### config.mk
export PLATFORM = sky130hd
export DESIGN_NAME = cdf_sequencer
export DESIGN_NICKNAME = d
export VERILOG_FILES = /design/src/rtl/cdf_pkg.sv /design/src/rtl/cdf_accum.sv /design/src/rtl/cdf_sequencer.sv
export SDC_FILE = /design/constraint.sdc
export NUM_CORES = 1
export LEC_CHECK = 0
export BUFFER_PORTS_ARGS = -buffer_cell sky130_fd_sc_hd__buf_4
export CORE_ASPECT_RATIO = 1.25
export CORE_MARGIN = 8
export CORE_UTILIZATION = 60
export CTS_BUF_LIST = sky130_fd_sc_hd__clkbuf_8 sky130_fd_sc_hd__clkbuf_16
export CTS_CLUSTER_SIZE = 30
export DETAILED_ROUTE_END_ITERATION = 16
export GPL_TIMING_DRIVEN = 0
export HOLD_SLACK_MARGIN = 0.15
export PLACE_DENSITY = 0.86
export SYNTH_ARGS = -nofsm -noshare
export SYNTH_HDL_FRONTEND = slang
export SYNTH_SLANG_ARGS = --single-unit
### constraint.sdc
create_clock -name clock -period 8.26 [get_ports clock]
set_input_delay 2.065 -clock clock [delete_from_list [all_inputs] [get_ports clock]]
set_output_delay 2.065 -clock clock [all_outputs]
set_load 0.1 [all_outputs]
### src/rtl/cdf_pkg.sv
// Purpose : shared types and default sizing for the histogram-to-CDF sequencer.
// Latency : n/a (declarations only).
// Backpressure: n/a.
package cdf_pkg;

    localparam int DATA_W       = 20;
    localparam int ADDR_W       = 8;
    localparam int BINS         = 256;
    // Pixel count of one frame; downstream equaliser divides by FRAME_PIXELS - cdf_min.
    localparam int FRAME_PIXELS = 307200;

    typedef enum logic [1:0] {
        IDLE  = 2'd0,
        SWEEP = 2'd1,
        DRAIN = 2'd2,
        DONE  = 2'd3
    } state_t;

endpackage

### src/rtl/cdf_accum.sv
// Purpose : saturating running sum of histogram bins plus capture of the first nonzero sum.
// Latency : sum updates on the edge that samples en; first_nz follows on the same edge.
// Backpressure: none; every en cycle is consumed.
//
// Ports:
//   clock, reset_n   - clock and synchronous active-low reset
//   clr              - clears sum and the first-nonzero capture (start of a run)
//   en, din          - add din into the running sum this cycle
//   sum              - registered running sum (saturates at all-ones, never wraps)
//   first_nz         - registered first nonzero value of sum since the last clr (0 if none)
module cdf_accum #(
    parameter int DATA_W = cdf_pkg::DATA_W
) (
    input  logic              clock,
    input  logic              reset_n,
    input  logic              clr,
    input  logic              en,
    input  logic [DATA_W-1:0] din,
    output logic [DATA_W-1:0] sum,
    output logic [DATA_W-1:0] first_nz
);
    import cdf_pkg::*;

    logic [DATA_W:0]   wide;
    logic [DATA_W-1:0] sum_next;
    logic              found;

    // One extra bit catches the carry; on carry the sum pins at all-ones.
    always_comb begin
        wide     = {1'b0, sum} + {1'b0, din};
        sum_next = wide[DATA_W] ? {DATA_W{1'b1}} : wide[DATA_W-1:0];
    end

    always_ff @(posedge clock) begin
        if (!reset_n) begin
            sum      <= '0;
            first_nz <= '0;
            found    <= 1'b0;
        end else if (clr) begin
            sum      <= '0;
            first_nz <= '0;
            found    <= 1'b0;
        end else if (en) begin
            sum <= sum_next;
            if (!found && (sum_next != '0)) begin
                found    <= 1'b1;
                first_nz <= sum_next;
            end
        end
    end

endmodule

### src/rtl/cdf_sequencer.sv
// Purpose : sweeps a histogram bank once per start and writes its CDF plus cdf_min.
// Latency : read k issued in cycle k+1, CDF[k] written in cycle k+3, cdf_valid in cycle BINS+3.
// Backpressure: none; start is ignored while a run is in progress.
//
// Ports:
//   clock, reset_n             - clock and synchronous active-low reset
//   start, bank_sel            - run request and ping-pong bank, both sampled in IDLE only
//   hist_bank, cdf_bank        - latched bank select for both memories
//   hist_rd_en, hist_addr      - histogram read request (data returns one cycle later)
//   hist_rd_data               - histogram read data
//   cdf_wr_en/addr/wr_data     - CDF memory write port
//   cdf_min, cdf_valid         - first nonzero CDF value, held until next run's cdf_valid pulse
//   busy                       - run in progress
//   hist_wr_en, hist_wr_addr   - only with CDF_HIST_CLEAR_EN: zeroes bin k in cycle k+2
module cdf_sequencer #(
    parameter int DATA_W = cdf_pkg::DATA_W,
    parameter int ADDR_W = cdf_pkg::ADDR_W,
    parameter int BINS   = cdf_pkg::BINS
) (
    input  logic              clock,
    input  logic              reset_n,
    input  logic              start,
    input  logic              bank_sel,
    output logic              hist_bank,
    output logic              cdf_bank,
    output logic              hist_rd_en,
    output logic [ADDR_W-1:0] hist_addr,
    input  logic [DATA_W-1:0] hist_rd_data,
    output logic              cdf_wr_en,
    output logic [ADDR_W-1:0] cdf_addr,
    output logic [DATA_W-1:0] cdf_wr_data,
    output logic [DATA_W-1:0] cdf_min,
    output logic              cdf_valid,
`ifdef CDF_HIST_CLEAR_EN
    output logic              hist_wr_en,
    output logic [ADDR_W-1:0] hist_wr_addr,
`endif
    output logic              busy
);
    import cdf_pkg::*;

    localparam logic [ADDR_W-1:0] LAST_ADDR = ADDR_W'(BINS - 1);

    state_t            state;
    logic              accept;
    // rd_pend/rd_addr_d mark the cycle in which hist_rd_data is valid and which bin it is.
    logic              rd_pend;
    logic [ADDR_W-1:0] rd_addr_d;
    logic [DATA_W-1:0] acc_sum;
    logic [DATA_W-1:0] acc_first_nz;

    assign accept = (state == IDLE) && start;

    cdf_accum #(
        .DATA_W (DATA_W)
    ) u_accum (
        .clock    (clock),
        .reset_n  (reset_n),
        .clr      (accept),
        .en       (rd_pend),
        .din      (hist_rd_data),
        .sum      (acc_sum),
        .first_nz (acc_first_nz)
    );

    // The accumulator register is the write data: it updates on the same edge
    // that raises cdf_wr_en for that bin.
    assign cdf_wr_data = acc_sum;

`ifdef CDF_HIST_CLEAR_EN
    // Clearing a bin on the cycle its data returns means the read has already happened.
    assign hist_wr_en   = rd_pend;
    assign hist_wr_addr = rd_addr_d;
`endif

    always_ff @(posedge clock) begin
        if (!reset_n) begin
            state      <= IDLE;
            busy       <= 1'b0;
            hist_bank  <= 1'b0;
            cdf_bank   <= 1'b0;
            hist_rd_en <= 1'b0;
            hist_addr  <= '0;
            rd_pend    <= 1'b0;
            rd_addr_d  <= '0;
            cdf_wr_en  <= 1'b0;
            cdf_addr   <= '0;
            cdf_valid  <= 1'b0;
            cdf_min    <= '0;
        end else begin
            // Read-return pipeline runs freely; it is empty whenever no reads were issued.
            rd_pend   <= hist_rd_en;
            rd_addr_d <= hist_addr;
            cdf_wr_en <= rd_pend;
            cdf_addr  <= rd_addr_d;
            cdf_valid <= 1'b0;

            case (state)
                IDLE: begin
                    if (accept) begin
                        state      <= SWEEP;
                        busy       <= 1'b1;
                        hist_rd_en <= 1'b1;
                        hist_addr  <= '0;
                        hist_bank  <= bank_sel;
                        cdf_bank   <= bank_sel;
                    end else begin
                        busy <= 1'b0;
                    end
                end
                SWEEP: begin
                    if (hist_addr == LAST_ADDR) begin
                        hist_rd_en <= 1'b0;
                        state      <= DRAIN;
                    end else begin
                        hist_addr <= hist_addr + 1'b1;
                    end
                end
                DRAIN: begin
                    // Last bin's data is being accumulated on this edge.
                    if (rd_pend && (rd_addr_d == LAST_ADDR)) begin
                        state <= DONE;
                    end
                end
                DONE: begin
                    cdf_valid <= 1'b1;
                    cdf_min   <= acc_first_nz;
                    state     <= IDLE;
                end
                default: state <= IDLE;
            endcase
        end
    end

endmodule

## Word level (Yosys, flattened, before mapping)

Index checks and enable logic that the tools add are counted.

- Word-level logic and storage cells: 52
- Output and inout bits: 62
- Bits in registers: 93
- Input port bits: 24

- Equality and inequality tests: 9
- Bitwise gates (word level): 1
- Add/subtract/negate cells: 2
- Reduce and logical (&&, ||, !) cells: 13
- Mux-type cells: 13

Operator list:

| kind | count |
|---|---|
| adder 20 x 20 -> 21 bit | 1 |
| two-way mux 20 bit | 1 |
| nonzero test 20 bit | 1 |
| equality test 8 bit (second input constant) | 2 |
| two-way mux 8 bit | 2 |
| one-hot mux 8 bit (2 select lines) | 1 |
| AND reduction 3 bit | 3 |
| adder 8 x 1 -> 8 bit (second input constant) | 1 |
| inequality test 2 bit (second input constant) | 4 |
| one-hot mux 2 bit (4 select lines) | 1 |
| two-way mux 2 bit | 3 |
| equality test 2 bit (second input constant) | 2 |
| two-way mux 1 bit | 4 |
| AND reduction 2 bit | 2 |
| logical AND 1 bit | 3 |
| equality test 2 x 1 -> 1 bit (second input constant) | 1 |
| zero test 2 bit | 1 |
| one-hot mux 1 bit (2 select lines) | 1 |
| nonzero test 2 bit | 1 |
| OR reduction 2 bit | 1 |
| zero test 1 bit | 1 |
| inverter 1 bit | 1 |

## Longest topological paths before layout

Gate-level depths: netlist (run 1).

- Depth after elaboration: 5
- Depth in mapped cells: 12
- Gate-level depth less buffers: 11

## By module

Synthesis (run 1) repeated with hierarchy kept, for this count alone.

- Cells, all modules: 562
- Area, all modules: 4928.5 um2

By module, submodules not included:

| module | seq. area each (um2) | instances | cells each | area each (um2) |
|---|---|---|---|---|
| cdf_accum | 820.8 | 1 | 363 | 2932.8 |
| cdf_sequencer | 1041.0 | 1 | 199 | 1995.7 |

## Least setup slack after synthesis (run 1)

Ideal clock, no wire load.

- Kind: input to register
- From: input hist_rd_data[0]
- To: register u_accum.first_nz[18]
- Required time: 8.201 ns
- Stages: 12
- Arrival time: 4.653 ns
- Buffers on the path: 1
- Path slack: 3.549 ns
- Setup time: 0.059 ns
- Path through: ha_1 fa_1 a211oi_1 o21ai_2 a31oi_4 o221ai_1 a211oi_2 nor4_4 and3_1 buf_6 a2111oi_4 a31o_1

- Word-level cells in the longest chain between the ends: 5

RTL lines:

| what | RTL line | text |
|---|---|---|
| from (decl) | cdf_sequencer.sv:28 | `input logic [DATA_W-1:0] hist_rd_data,` |
| adder 20 x 20 -> 21 bit (*) | cdf_accum.sv:30 | `wide = {1'b0, sum} + {1'b0, din};` |
| two-way mux 20 bit (*) | cdf_accum.sv:31 | `sum_next = wide[DATA_W] ? {DATA_W{1'b1}} : wide[DATA_W-1:0];` |
| nonzero test 20 bit | cdf_accum.sv:45 | `if (!found && (sum_next != '0)) begin` |
| logical AND 1 bit | cdf_accum.sv:45 |  |
| AND reduction 2 bit (no source line) | - |  |
| to (signal assigned) | cdf_accum.sv:47 | `first_nz <= sum_next;` |
| to (decl) | cdf_accum.sv:20 | `output logic [DATA_W-1:0] first_nz` |

Every way passes the cells marked *; elsewhere a longest branch is shown, timed or not.
A chain may end at the register's enable or synchronous reset.

## Final worst setup path (run 1)

- From: input hist_rd_data[0]
- To: register u_accum.first_nz[12]

Same word-level chain as after synthesis.

==> metrics.cfg, run 1 <==
[yosys]
ys_seq_area_share_pct=39.2
syn_inst=522
synth_xor_area_share_pct=2.95
syn_area_mm2=0.00474
synthMuxAreaShare_pct=6.12
synth_edf_count=0
synth_area_per_cell_um2=9.09
synth-simple-area-share_pct=19.8
ys_ff_latch=93
syn-num-nets=572
synth_top_family_by_area=compound AO/OA/AOI/OAI gates
synth_warnings=0
synthAdderAreaFrac_pct=7.01
synthFlopType=dfxtp_1
ys_types=62
asyncSetResetFlopFracSynth_pct=0
synth_compound_area_share_pct=21.5

[clock_network]
cts_resized=0
clock-sinks=93
root_buffer=clkbuf_8
cts_tree=done
post_cts_buffers=0
numCtsBuffers=9
hold_buffers=0
htreeDepth=3
clk_pin_slew_worst_paths_ns=0.09
clk_latency_ns=0.36
clockBufferDepth=2

[timing]
drv_slew=0
final.min_clock_period_ns=4.87
fin_ws_ns=3.39
rsz0062_at_grt=no
setup_viol=0
period_share_pct=59.0
tightest_slew_ns=0.748
hold_violations=0
fin_setup_tns_ns=0
fmax_mhz=205
slew_headroom_pct=50.1
skew_ns=0.0126

[power_and_ir_drop]
p_leak_uw=0.00241
power_density_mw_per_mm2=261
ir_drop_v=0.000211
p_total_uw=1490

[floorplanning]
die_h_um=115
dieWidth_um=95.5
fp-row-count=36
num_io_pins=86
core_area_mm2=0.00775
die-area_mm2=0.0110
start_util_pct=61.2

[cells_and_area]
nNetsFinal=668
drive_gt1_share_pct=19.7
n_antenna_cell=0
synthToLayoutAreaGrowth_pct=20.4

[worst_setup_path]
crit_chain=buf_4, ha_1, fa_1, a211oi_1, o21ai_2, a31oi_4, o221ai_1, xnor2_1, nor4_4, and3_1, buf_6, a21oi_2, mux2i_1
crit_path_start_kind=input pin
arrival_ns=5.17
criticalPathCategory=input pin to register
r2r_end=u_accum.first_nz[12]$_SDFFE_PP0P_
critical-path-top-delay-family=compound AO/OA/AOI/OAI gates
r2r-start=u_accum.sum[0]$_SDFFE_PP0P_
cpMaxStageDelayCell=xnor2_1
r2r_slack_ns=4.85
crit_path_end_kind=register
worst-path-buf-inv=2
cp_max_fo=9
reg2regPathDepth=12
required_ns=8.56
slowest_delay_ns=0.46

[placement]
place_congestion=0.938
post-dp-hpwl_um=9690
io_buffers=85
place_ws_ns=3.04

[route]
antenna_left=0
drc_errors=0
first_pass_iters=4
vias=4156
wl_met2_um=6360
drt-met1-wl_um=4770
met3_length_um=795
dr.first_iter.drc_count=299
wire_per_inst_um=17.1
routed_wl_um=12300
vias_per_cell=5.79
dr.max_layer_used=met4

[global_route]
grt_pass1_wl_um=19700
overflow=0
grt_max_degree=16
gr-usage-all-layers_pct=22.6
antenna_found_initial=0
grt_pass1_vias=4164

[min_path]
min_path_type=register to register
hp-start=rd_addr_d[0]$_SDFF_PN0_
min_path_cells=1
min_to=cdf_addr[0]$_SDFF_PN0_

[run]
maxCapViolCount=0

[status]
outcome=finished, final reports clean

## metrics by stage
stage | hold WS [ns] | util (%) | cells | instance area [µm²]
after floorplan | 0.429 | - | 522 | 4740
after global placement | 0.435 | 71.0 | 702 | 5500
after detailed placement | 0.442 | 71.0 | 702 | 5500
after CTS | 0.468 | 73.7 | 718 | 5710
after global routing | 0.486 | 73.7 | 718 | 5710
final | 0.462 | 73.7 | 718 | 5710
## cell families (layout without fill, tap and decap cells)
logic type | after synthesis | in the layout
and+or+nand+nor | 181 | 181
AOI/OAI and AO/OA | 139 | 139
DFF | 93 | 93
buffers and inverters | 38 | 139
muxes | 29 | 29
adders and majority gates | 26 | 26
xor gates and xnor gates | 16 | 16
## cell usage in the layout, fill, tap and decap left out, types with 7 or more instances in the layout
master	n
a21oi_1	27
and3_1	8
clkbuf_1	17
dfxtp_1	93
mux2i_1	29
and2_1	25
nor2b_1	24
nor2_1	54
ha_1	25
xor2_1	9
clkbuf_8	11
buf_4	86
nand2_1	34
nand3_1	10
a211oi_1	25
o211ai_1	8
a21o_1	8
inv_1	13
o21ai_0	18
xnor2_1	7
## Yosys cell counts (all sizes together) (3+ instances only)
cell type | instances | share of area, %
dfxtp | 93 | 39
nor2 | 54 | 4.3
nor4 | 3 | 1.0
o31ai | 4 | 0.63
o211ai | 9 | 1.5
a21oi | 30 | 3.4
nand2 | 34 | 2.7
nor3 | 4 | 0.42
mux2i | 29 | 6.1
and2 | 26 | 3.4
nand2b | 3 | 0.40
buf | 8 | 1.1
xnor2 | 7 | 1.3
o21ai | 22 | 2.5
ha | 25 | 6.6
o211a | 5 | 1.1
xor2 | 9 | 1.7
o21a | 5 | 0.79
clkbuf | 17 | 1.3
a211oi | 27 | 4.5
and3 | 9 | 1.3
inv | 13 | 1.0
a211o | 4 | 0.74
nor2b | 24 | 3.2
a31oi | 6 | 1.1
or3 | 3 | 0.40
a21boi | 4 | 0.63
nand4 | 5 | 0.66
a21o | 8 | 1.3
nand3 | 11 | 1.3
## registers in the layout (all words and copies together) (netlist names)
register / flops
u_accum.first_nz: 20
rd_pend: 1
state: 2
cdf_wr_en: 1
rd_addr_d: 8
cdf_addr: 8
cdf_min: 20
cdf_valid: 1
cdf_bank: 1
hist_addr: 8
hist_rd_en: 1
busy: 1
u_accum.sum: 20
u_accum.found: 1
## worst reg2reg max path, delay by kind of cell, from the launching register on
kind / cells / cell delay, ns
AOI/OAI and AO/OA: 5 / 1.25
adders and majority gates: 2 / 0.69
xor gates and xnor gates: 1 / 0.46
DFF: 1 / 0.35
and+or+nand+nor: 2 / 0.25
muxes: 1 / 0.21
buffers and inverters: 1 / 0.14
## power breakdown
group	internal (µW)	leakage [µW]	switching (µW)
logic	193	0.00156	459
registers	491	0.000753	34.9
clock network	156	0.000102	155
## metal layers
layer	track usage, %	vias up
met4	10.5	0
li1	-	2066
met3	5.06	28
met2	40.4	131
met5	0	-
met1	24.4	1931
## final cells by class
cell class | count | area [µm²]
Multi-Input combinational cell | 391 | 2720
Fill cell | 587 | 2040
Sequential cell | 93 | 1860
Timing Repair Buffer | 85 | 638
Clock buffer | 11 | 151
Tap cell | 95 | 119
Buffer | 25 | 114
Clock inverter | 5 | 58.8
Inverter | 13 | 48.8
## worst max path at each step
stage / start / endpoint / cells after the start / slack, ns
after floorplan: hist_rd_data[0] / u_accum.first_nz[18]$_SDFFE_PP0P_ / 12 / 3.55
after global routing: hist_rd_data[0] / u_accum.first_nz[5]$_SDFFE_PP0P_ / 13 / 3.26
final: hist_rd_data[0] / u_accum.first_nz[12]$_SDFFE_PP0P_ / 13 / 3.39
after global placement: hist_rd_data[0] / u_accum.first_nz[12]$_SDFFE_PP0P_ / 13 / 3.06
after detailed placement: hist_rd_data[0] / u_accum.first_nz[18]$_SDFFE_PP0P_ / 13 / 3.04
after CTS: hist_rd_data[0] / u_accum.first_nz[12]$_SDFFE_PP0P_ / 13 / 3.42
Note: power is estimated with default switching activity, not from simulation.
==> run 2: changes to the inputs <==
- CORE_UTILIZATION: 60 -> 56
- PLACE_DENSITY: 0.86 -> 0.81
- clock period: 8.26 -> 4.6 ns (I/O delays scaled with it)
==> metrics.cfg, run 2 (synthesis results as in run 1) <==
[timing]
fin_ws_ns=0.783
period_share_pct=83.0
fin_setup_tns_ns=0
setup_viol=0
fmax_mhz=262
final.min_clock_period_ns=3.82
skew_ns=0.0119
rsz0062_at_grt=no
tightest_slew_ns=0.686
drv_slew=0
hold_violations=0
slew_headroom_pct=54.3

[min_path]
min_to=cdf_addr[6]$_SDFF_PN0_
min_path_cells=1
hp-start=rd_addr_d[6]$_SDFF_PN0_
min_path_type=register to register

[worst_setup_path]
crit_path_start_kind=input pin
r2r-start=u_accum.sum[0]$_SDFFE_PP0P_
required_ns=4.91
reg2regPathDepth=12
crit_path_end_kind=register
r2r_end=u_accum.first_nz[12]$_SDFFE_PP0P_
r2r_slack_ns=1.32
arrival_ns=4.13
cp_max_fo=9
criticalPathCategory=input pin to register

[route]
antenna_left=0
wire_per_inst_um=16.6
dr.first_iter.drc_count=214
routed_wl_um=11900
vias=4154
first_pass_iters=6
drc_errors=0
vias_per_cell=5.77

[clock_network]
post_cts_buffers=0
root_buffer=clkbuf_8
htreeDepth=3
numCtsBuffers=9
cts_resized=0
hold_buffers=0
clk_pin_slew_worst_paths_ns=0.09
clockBufferDepth=2
cts_tree=done
clk_latency_ns=0.37
clock-sinks=93

[cells_and_area]
fill_cells=691
nNetsFinal=668
seq_area_mm2=0.00186
reg_top3=cdf_min (20), u_accum.first_nz (20), u_accum.sum (20)
layout_commonest_cell=dfxtp_1
finish.utilization_pct=69.0
n_antenna_cell=0
layout_common_cells=dfxtp_1, buf_4, nor2_1
synthToLayoutAreaGrowth_pct=19.9
multi_input_area_mm2=0.00272
drive_gt1_share_pct=19.7
fin_area_mm2=0.00569

[placement]
place_congestion=0.891
place_ws_ns=0.430
place_area_mm2=0.00550
post-dp-hpwl_um=9350
io_buffers=85

[floorplanning]
start_util_pct=57.6
core_area_mm2=0.00824
die_h_um=119
die-area_mm2=0.0117
dieWidth_um=98.3
num_io_pins=86
fp-row-count=37

[power_and_ir_drop]
p_leak_uw=0.00241
ir_drop_v=0.000418
p_int_uw=1440
p_switching_uw=1170
swShare_pct=44.8
power_density_mw_per_mm2=460
p_seq_share_pct=36.1
p_clk_share_pct=19.4
power_frac_comb_pct=44.5

[run]
maxCapViolCount=0

[status]
outcome=finished, final reports clean

[global_route]
grt_max_degree=17
grt_pass1_wl_um=19900
gr-usage-all-layers_pct=20.5
overflow=0
antenna_found_initial=0
grt_pass1_vias=4232

==> run 2: routing by layer <==
layer | GRT usage, % | routed length (µm) | vias to the layer above
met4 | 8.37 | 306 | 0
met1 | 22.4 | 4910 | 1911
li1 | - | - | 2074
met3 | 5.71 | 732 | 26
met2 | 36.5 | 5980 | 143
met5 | 0 | 0 | -
==> run 2: worst max-delay path, stage by stage <==
cell and delay (ns):
buf_4 0.11, ha_1 0.23, fa_1 0.44, a211oi_1 0.30, o21ai_2 0.16, a31oi_4 0.24
o221ai_1 0.23, a211oi_2 0.38, nor4_4 0.07, and3_1 0.20, buf_6 0.15, a21oi_2 0.27
mux2i_1 0.21
==> run 2: metrics by stage <==
stage | instances | total power (µW) | hold slack [ns]
after floorplan | 522 | 1850 | 0.429
after global placement | 704 | 2090 | 0.434
after global routing | 720 | 2760 | 0.481
after detailed placement | 704 | 2110 | 0.443
after CTS | 720 | 2620 | 0.464
final | 720 | 2620 | 0.460
==> run 2: power groups by stage <==
stage | clock (µW) | sequential [µW] | combinational, µW
global route | 550 | 955 | 1250
floorplan | 0 | 1240 | 610
detailed placement | 0 | 962 | 1150
finish | 507 | 945 | 1160
global placement | 0 | 959 | 1130
CTS | 516 | 944 | 1160
==> run 2: layout make-up <==
cell class	instances	area share, %
clock inverter	6	0.814
sequential	93	32.7
tap	97	2.13
buffer	25	2.00
multi-input combinational	391	47.8
timing repair buffer	85	11.2
clock buffer	10	2.42
inverter	13	0.858
==> run 2: worst max path at each step <==
stage               startpoint                                 to  depth (start not counted)
6_report       hist_rd_data[0]  u_accum.first_nz[12]$_SDFFE_PP0P_                         13
5_1_grt        hist_rd_data[0]  u_accum.first_nz[12]$_SDFFE_PP0P_                         13
4_1_cts        hist_rd_data[0]  u_accum.first_nz[12]$_SDFFE_PP0P_                         13
3_5_place_dp   hist_rd_data[0]  u_accum.first_nz[12]$_SDFFE_PP0P_                         13
3_3_place_gp   hist_rd_data[0]  u_accum.first_nz[12]$_SDFFE_PP0P_                         13
2_1_floorplan  hist_rd_data[0]  u_accum.first_nz[18]$_SDFFE_PP0P_                         12
==> run 3: changes to the inputs <==
- clock period: 4.6 -> 3.55 ns (I/O delays scaled with it)
==> metrics.cfg, run 3 (synthesis results as in run 1) <==
[timing]
fmax_mhz=289
slew_headroom_pct=54.1
period_share_pct=97.6
tightest_slew_ns=0.688
drv_slew=0
skew_ns=0.0117
fin_setup_tns_ns=0
setup_viol=0
fin_ws_ns=0.0868
final.min_clock_period_ns=3.46
hold_violations=0

[worst_setup_path]
crit_path_start_kind=input pin
criticalPathCategory=input pin to register
r2r-start=u_accum.sum[7]$_SDFFE_PP0P_
required_ns=3.85
crit_chain=buf_4, ha_1, and3_4, a31oi_1, a21oi_1, or3_1, a211oi_2, o2111a_1, nand3_2, o21ai_4, buf_2, mux2i_1
arrival_ns=3.77
reg2regPathDepth=11
cp_max_fo=6
cpMaxStageDelayCell=or3_1
worst-path-buf-inv=2
crit_path_end_kind=register
slowest_delay_ns=0.41
r2r_slack_ns=0.35
r2r_end=u_accum.first_nz[7]$_SDFFE_PP0P_
critical-path-top-delay-family=compound AO/OA/AOI/OAI gates

[run]
maxCapViolCount=0

[min_path]
min_path_cells=1
min_path_type=register to register
min_to=cdf_addr[6]$_SDFF_PN0_
hp-start=rd_addr_d[6]$_SDFF_PN0_

[placement]
place_congestion=0.891
place_ws_ns=-0.357
io_buffers=85
post-dp-hpwl_um=9350

[route]
first_pass_iters=4
dr.first_iter.drc_count=225
met3_length_um=700
wl_met2_um=6160
vias=4198
drt-met1-wl_um=5000
dr.max_layer_used=met4
vias_per_cell=5.77
routed_wl_um=12100
drc_errors=0
wire_per_inst_um=16.7
antenna_left=0

[clock_network]
clockBufferDepth=2
htreeDepth=3
clock-sinks=93
hold_buffers=0
cts_tree=done
root_buffer=clkbuf_8
clk_latency_ns=0.36
numCtsBuffers=9
clk_pin_slew_worst_paths_ns=0.09

[global_route]
antenna_found_initial=0
gr-usage-all-layers_pct=20.5
grt_pass1_vias=4232
grt_pass1_wl_um=19900
overflow=0
grt_max_degree=17

[power_and_ir_drop]
p_seq_share_pct=35.7
power_frac_comb_pct=45.3
p_leak_uw=0.00244
power_density_mw_per_mm2=591
p_switching_uw=1540
p_clk_share_pct=19.0
ir_drop_v=0.000540
p_int_uw=1890
swShare_pct=44.8

[cells_and_area]
n_antenna_cell=0
synthToLayoutAreaGrowth_pct=22.3
layout_common_cells=dfxtp_1, buf_4, nor2_1
layout_commonest_cell=dfxtp_1
nNetsFinal=675
fill_cells=673
reg_top3=cdf_min (20), u_accum.first_nz (20), u_accum.sum (20)
drive_gt1_share_pct=21.6

[floorplanning]
die_h_um=119
dieWidth_um=98.3
start_util_pct=57.6
die-area_mm2=0.0117
core_area_mm2=0.00824
fp-row-count=37
num_io_pins=86

[status]
outcome=finished, final reports clean

-- run 3: area by class of cell --
cell class	instances	area, µm²	area share, %
Multi-Input combinational cell	391	2790	48.0
Sequential cell	93	1860	32.1
Timing Repair Buffer	92	688	11.9
Clock buffer	10	138	2.37
Tap cell	97	121	2.09
Buffer	25	114	1.96
Inverter	13	48.8	0.841
Clock inverter	6	46.3	0.798
-- run 3: routing by layer --
| layer | vias to the layer above | global-route usage, % |
|---|---|---|
| li1 | 2094 | - |
| met1 | 1947 | 22.4 |
| met2 | 133 | 36.5 |
| met3 | 24 | 5.71 |
| met4 | 0 | 8.37 |
| met5 | - | 0 |
-- run 3: how the worst max path moves through the flow --
stage                                        endpoint  slack (ns)  depth (start not counted)       startpoint
detailed placement  u_accum.first_nz[12]$_SDFFE_PP0P_       -0.36                         13  hist_rd_data[0]
floorplan           u_accum.first_nz[18]$_SDFFE_PP0P_        0.02                         12  hist_rd_data[0]
CTS                 u_accum.first_nz[12]$_SDFFE_PP0P_       0.005                         13  hist_rd_data[0]
global placement    u_accum.first_nz[12]$_SDFFE_PP0P_       -0.33                         13  hist_rd_data[0]
global route         u_accum.first_nz[1]$_SDFFE_PP0P_       -0.02                         13  hist_rd_data[0]
finish               u_accum.first_nz[7]$_SDFFE_PP0P_        0.09                         12  hist_rd_data[7]
-- run 3: what timing repair did --
| action | 4_1_cts | 5_1_grt |
|---|---|---|
| buffers inserted | 0 | 6 |
| setup endpoints to repair | 0 | 18 |
| resized for setup | 0 | 10 |
-- run 3: worst register-to-register path, cell delays in order (launching register included) --
cell and delay (ns):
dfxtp_1 0.41, ha_1 0.32, and3_4 0.24, a31oi_1 0.28, a21oi_1 0.12, or3_1 0.41
a211oi_2 0.34, o2111a_1 0.28, nand3_2 0.14, o21ai_4 0.22, buf_2 0.18, mux2i_1 0.17
-- run 3: power groups by stage --
stage          clock [µW]  sequential, µW  combinational, µW
6_report              654            1230               1550
5_1_grt               713            1240               1670
4_1_cts               668            1220               1500
3_5_place_dp            0            1250               1490
3_3_place_gp            0            1240               1460
2_1_floorplan           0            1600                790
-- run 3: metrics by stage --
step	cell area [µm²]	power (µW)	utilization, %	cells	hold slack [ns]
2_1_floorplan	4740	2390	-	522	0.429
3_3_place_gp	5500	2700	66.8	704	0.434
3_5_place_dp	5500	2740	66.8	704	0.443
4_1_cts	5690	3390	69.0	720	0.464
5_1_grt	5800	3620	70.4	727	0.481
6_report	5800	3430	70.4	727	0.460
